==> config.mk <==
export PLATFORM = sky130hd
export DESIGN_NAME = playfield_tile_mapper
export DESIGN_NICKNAME = d
export VERILOG_FILES = /design/src/rtl/playfield_tile_mapper.sv
export SDC_FILE = /design/constraint.sdc
export NUM_CORES = 1
export LEC_CHECK = 0
export CORE_MARGIN = 2
export CORE_UTILIZATION = 43
export DETAILED_ROUTE_END_ITERATION = 10
export PLACE_DENSITY_LB_ADDON = 0.2
export SYNTH_ARGS = -nofsm -noshare
export SYNTH_HDL_FRONTEND = slang
export SYNTH_SLANG_ARGS = --single-unit
export TNS_END_PERCENT = 50
==> constraint.sdc <==
create_clock -name clk -period 0.8 [get_ports clk]
set_input_delay 0.08 -clock clk [delete_from_list [all_inputs] [get_ports clk]]
set_output_delay 0.08 -clock clk [all_outputs]
set_load 0.02 [all_outputs]
==> src/rtl/playfield_tile_mapper.sv <==
// playfield_tile_mapper
//
// Converts the VGA beam position into playfield tile coordinates for the
// background and sprite ROM lookups. Each tile row can scroll horizontally.
// A row's scroll offset wraps modulo the playfield width. The result is
// registered, so there is exactly one cycle of latency.
//
// Ports:
//   clk            pixel clock
//   reset          asynchronous, active-high; clears outputs and scroll state
//   global_pixel_x beam x (10 bit)
//   global_pixel_y beam y (10 bit)
//   frame_tick     one pulse per frame; SPEED_DIV pulses make one scroll step
//   scroll_clr     synchronous clear of divider and all row offsets
//   obj_pixel_x    x inside the tile (after scrolling)
//   obj_pixel_y    y inside the tile
//   tile_col       tile column (after scrolling)
//   tile_row       tile row
//   in_field       beam lies inside the playfield
module playfield_tile_mapper #(
    parameter int              TILE_BITS     = 5,
    parameter int              ORIGIN_X      = 96,
    parameter int              ORIGIN_Y      = 64,
    parameter int              COLS          = 14,
    parameter int              ROWS          = 12,
    parameter int              SPEED_DIV     = 2,
    parameter logic [ROWS-1:0] ROW_SCROLL_EN = '0,
    parameter logic [ROWS-1:0] ROW_DIR_LEFT  = '0,
    localparam int             COL_W         = (COLS > 1) ? $clog2(COLS) : 1,
    localparam int             ROW_W         = (ROWS > 1) ? $clog2(ROWS) : 1
) (
    input  logic                 clk,
    input  logic                 reset,
    input  logic [9:0]           global_pixel_x,
    input  logic [9:0]           global_pixel_y,
    input  logic                 frame_tick,
    input  logic                 scroll_clr,
    output logic [TILE_BITS-1:0] obj_pixel_x,
    output logic [TILE_BITS-1:0] obj_pixel_y,
    output logic [COL_W-1:0]     tile_col,
    output logic [ROW_W-1:0]     tile_row,
    output logic                 in_field
);

    localparam int FIELD_W = COLS << TILE_BITS;
    localparam int FIELD_H = ROWS << TILE_BITS;
    localparam int OFF_W   = $clog2(FIELD_W);
    localparam int DIV_W   = (SPEED_DIV > 1) ? $clog2(SPEED_DIV) : 1;

    localparam logic [9:0]       X_LO      = 10'(ORIGIN_X);
    localparam logic [9:0]       X_HI      = 10'(ORIGIN_X + FIELD_W);
    localparam logic [9:0]       Y_LO      = 10'(ORIGIN_Y);
    localparam logic [9:0]       Y_HI      = 10'(ORIGIN_Y + FIELD_H);
    localparam logic [10:0]      FIELD_W11 = 11'(FIELD_W);
    localparam logic [OFF_W-1:0] OFF_MAX   = OFF_W'(FIELD_W - 1);
    localparam logic [DIV_W-1:0] DIV_LAST  = DIV_W'(SPEED_DIV - 1);

    // ------------------------------------------------------------------
    // Scroll divider: a step fires on the tick that wraps the divider.
    // A clear on the same cycle wins, and that tick is discarded.
    // ------------------------------------------------------------------
    logic [DIV_W-1:0] div_reg;
    logic             step;

    assign step = frame_tick && !scroll_clr && (div_reg == DIV_LAST);

    always_ff @(posedge clk or posedge reset) begin
        if (reset) begin
            div_reg <= '0;
        end else if (scroll_clr) begin
            div_reg <= '0;
        end else if (frame_tick) begin
            div_reg <= (div_reg == DIV_LAST) ? '0 : div_reg + DIV_W'(1);
        end
    end

    // ------------------------------------------------------------------
    // Per-row offset registers. Only scrolling rows get storage.
    // Static rows are tied to zero.
    // ------------------------------------------------------------------
    logic [OFF_W-1:0] row_offset [ROWS];

    for (genvar gi = 0; gi < ROWS; gi++) begin : g_row
        if (ROW_SCROLL_EN[gi]) begin : g_scroll
            localparam bit DIR_LEFT = ROW_DIR_LEFT[gi];

            logic [OFF_W-1:0] offset_reg;
            logic [OFF_W-1:0] offset_next;

            always_comb begin
                offset_next = offset_reg;
                if (scroll_clr) begin
                    offset_next = '0;
                end else if (step) begin
                    if (DIR_LEFT) begin
                        offset_next = (offset_reg == OFF_MAX) ? '0 : offset_reg + OFF_W'(1);
                    end else begin
                        offset_next = (offset_reg == '0) ? OFF_MAX : offset_reg - OFF_W'(1);
                    end
                end
            end

            always_ff @(posedge clk or posedge reset) begin
                if (reset) begin
                    offset_reg <= '0;
                end else begin
                    offset_reg <= offset_next;
                end
            end

            assign row_offset[gi] = offset_reg;
        end else begin : g_fixed
            assign row_offset[gi] = '0;
        end
    end

    // ------------------------------------------------------------------
    // Coordinate mapping (combinational), registered below.
    // ------------------------------------------------------------------
    logic                 in_field_c;
    logic [9:0]           rel_x;
    logic [9:0]           rel_y;
    logic [9:0]           row_full;
    logic [OFF_W-1:0]     sel_offset;
    logic [10:0]          field_sum;
    logic [10:0]          field_x;
    logic [TILE_BITS-1:0] obj_pixel_x_next;
    logic [TILE_BITS-1:0] obj_pixel_y_next;
    logic [COL_W-1:0]     tile_col_next;
    logic [ROW_W-1:0]     tile_row_next;

    always_comb begin
        in_field_c = (global_pixel_x >= X_LO) && (global_pixel_x < X_HI) &&
                     (global_pixel_y >= Y_LO) && (global_pixel_y < Y_HI);
        rel_x      = global_pixel_x - X_LO;
        rel_y      = global_pixel_y - Y_LO;
        row_full   = rel_y >> TILE_BITS;

        // Row out of range only happens outside the field. In that case
        // the offset is zero, and the outputs are forced to zero anyway.
        sel_offset = '0;
        for (int r = 0; r < ROWS; r++) begin
            if (row_full == 10'(r)) begin
                sel_offset = row_offset[r];
            end
        end

        // Both terms are below FIELD_W, so one conditional subtract
        // completes the modulo.
        field_sum = {1'b0, rel_x} + {{(11 - OFF_W){1'b0}}, sel_offset};
        field_x   = (field_sum >= FIELD_W11) ? field_sum - FIELD_W11 : field_sum;

        obj_pixel_x_next = '0;
        obj_pixel_y_next = '0;
        tile_col_next    = '0;
        tile_row_next    = '0;
        if (in_field_c) begin
            obj_pixel_x_next = field_x[TILE_BITS-1:0];
            obj_pixel_y_next = rel_y[TILE_BITS-1:0];
            tile_col_next    = COL_W'(field_x >> TILE_BITS);
            tile_row_next    = ROW_W'(row_full);
        end
    end

    always_ff @(posedge clk or posedge reset) begin
        if (reset) begin
            obj_pixel_x <= '0;
            obj_pixel_y <= '0;
            tile_col    <= '0;
            tile_row    <= '0;
            in_field    <= 1'b0;
        end else begin
            obj_pixel_x <= obj_pixel_x_next;
            obj_pixel_y <= obj_pixel_y_next;
            tile_col    <= tile_col_next;
            tile_row    <= tile_row_next;
            in_field    <= in_field_c;
        end
    end

endmodule

==> metrics.yaml <==
hold_path:
  min_to: "tile_col[0]"
  min_from: "global_pixel_x[5]"
  min_path_cells: 3
  worstHoldPathType: "in -> reg"
placed_design:
  routabilityCongestion: 0.825
  place.port_buffers: 40
  dp_hpwl_mm: 1.58
clock_network:
  numCtsBuffers: 3
  path_clk_slew_ns: 0.11
  ctsLongestPathBuffers: 2
  cts_tree: "done"
  h-tree-depth: 1
  hold_buffers: 0
  cts_root_buffer: "clkbuf_4"
  cts.sinks: 19
finish:
  area_growth_syn_to_layout_pct: 70.9
  mostFrequentLayoutCells: "buf_2 (23), dfrtp_1 (19), buf_4 (17)"
  layout_commonest_cell: "buf_2"
  utilization: 0.790
  fin_nets: 177
  nFillCells: 131
  drive_gt1_frac: 0.521
  num_antenna_cells: 0
timing:
  setup_violations: 38
  finalHoldViolCount: 0
  final.min_clock_period_ns: 1.33
  slew-limit-headroom: 0.740
  hold_slack_ns: 0.0168
  worstMarginPinSlew_ns: 0.387
  setup_ws_ns: -0.535
  fin_crit_sh: 1.67
  fmax_mhz: 749
  rsz0062_at_grt: "yes"
  slew_viol_final: 0
global_routing:
  antenna_found_initial: 0
  grt_max_degree: 20
  first_global_vias: 870
  grt_first_pass_wirelength_mm: 3.73
  gr-total-overflow: 0
  gr-usage-all-layers: 0.194
job:
  timing.max_cap.violations: 0
detailed_routing:
  routed_wirelength_mm: 2.42
  dr.pass1.iters: 4
  ant_nets: 0
  wl_per_cell_um: 14.0
  via_count: 846
  via_per_inst: 4.89
  drc_errors: 0
  drt-initial-drc-count: 16
worst_setup_path:
  endpoint_kind: "flop"
  path_class: "in -> reg"
  path_delay_family: "simple AND/OR/NAND/NOR gates"
  cp_cell_sequence: "buf_8 -> buf_6 -> o41a_1 -> or4_4 -> buf_8 -> clkinv_8 -> and2_4"
  critPathLaunchType: "input pin"
  critPathBufInv: 4
  crit_fanout: 6
  cpMostUsedCell: "buf_8"
  cp.arrival_ns: 1.57
  required_ns: 1.03
  slowest_delay_ns: 0.54
  crit_slowest_cell: "or4_4"
die:
  die_w_um: 50.2
  die_h_um: 50.2
  start_util: 0.462
  die_area_mm2: 0.00252
  rows: 16
  ios: 43
  coreArea_mm2: 0.00198
pwr:
  p_per_area_mw_per_mm2: 1350
  leakagePower_nw: 0.799
  ir_drop_mv: 0.862
synth:
  ys_seq_area_frac: 0.519
  synth_area_leaders: "dfrtp_1 (52%), ha_1 (8.2%), and2_1 (7.5%)"
  synth_largest_area_cell: "dfrtp_1"
  syn_area_um2: 916
  ys_warn_count: 0
  synth_top_area_frac: 0.519
  syn_nets: 111
  netlist_instances: 81
  ys_ff_latch: 19
  avgSynthCellArea_um2: 11.3
  synth_cell_types: 28
status:
  outcome: "complete, but fails checks"
  violations: "setup timing"
## how the worst max path moves through the flow
stage / from / to / slack [ns] / cells past startpoint
after floorplan: global_pixel_x[8] / obj_pixel_x[0] / -0.64 / 7
after detailed placement: global_pixel_x[6] / tile_col[1] / -1.23 / 8
after global routing: global_pixel_x[6] / obj_pixel_y[3] / -0.56 / 7
after CTS: global_pixel_x[5] / obj_pixel_x[1] / -0.49 / 7
final: global_pixel_x[6] / obj_pixel_y[3] / -0.53 / 7
after global placement: global_pixel_y[6] / obj_pixel_x[0] / -1.17 / 8
## layer usage
metal | vias to the layer above | global-route usage | wire length (um)
li1 | 414 | - | -
met1 | 399 | 0.235 | 997
met2 | 29 | 0.340 | 1270
met3 | 4 | 0.0268 | 126
met5 | - | 0 | 0
met4 | 0 | 0.0880 | 29
## sequential cells by signal, indices dropped and copies added, names as in the netlist
register and cells:
tile_row 4, obj_pixel_y 5, in_field 1, obj_pixel_x 5
tile_col 4
## synthesized netlist by cell type, drive strengths merged
library cell,count
o211ai,2
and2,11
a2111o,1
and4,1
o221ai,2
or4,1
dfrtp,19
xor2,1
ha,6
xnor2,2
a31oi,1
a41oi,1
nor4,2
buf,3
a21oi,5
inv,5
o31a,1
or2,1
a22oi,1
nor3,1
nand2,1
or3,1
clkinv,1
nand3,1
o41a,1
nor2,5
nand2b,3
nor4b,1
## kinds of logic after synthesis
logic type / count (synthesis) / share of synthesized area
AO/OA/AOI/OAI: 15 / 0.122
XOR/XNOR: 3 / 0.0287
adder cells (fa/ha/maj): 6 / 0.0820
buffers and inverters: 9 / 0.0628
flip-flops: 19 / 0.519
AND/OR/NAND/NOR: 29 / 0.186
## final cells by class
| class | count | area, um2 | share of cell area |
|---|---|---|---|
| repair buffers | 63 | 484 | 0.309 |
| multi-input cells | 53 | 502 | 0.321 |
| flip-flops and latches | 19 | 475 | 0.304 |
| clock buffers | 4 | 26.3 | 0.0168 |
| inverters | 6 | 35.0 | 0.0224 |
| repair inverters | 1 | 8.76 | 0.00560 |
| well taps | 27 | 33.8 | 0.0216 |
## where the power goes
group          switching, W  total, W  internal (W)
clock network      0.000286  0.000480      0.000194
logic              0.000316  0.000630      0.000315
registers        0.00000843   0.00101       0.00100
## repair_timing
action	in CTS	in global routing
setup endpoints to repair	38	38
setup buffers	3	4
pin swaps	14	4
cloned	2	0
gates resized for setup	140	10
## metrics by stage
| step | TNS [ns] | total power (W) | std cells | setup slack (ns) | instance area, um2 |
|---|---|---|---|---|---|
| finish | -11.19 | 0.00212 | 173 | -0.535 | 1570 |
| global route | -12.38 | 0.00223 | 173 | -0.557 | 1570 |
| CTS | -10.60 | 0.00209 | 169 | -0.490 | 1530 |
| detailed placement | -25.56 | 0.00159 | 160 | -1.23 | 1450 |
| global placement | -24.88 | 0.00158 | 160 | -1.17 | 1450 |
| floorplan | -11.10 | 0.00129 | 81 | -0.642 | 930 |
Note: power is estimated with default switching activity, not from simulation.
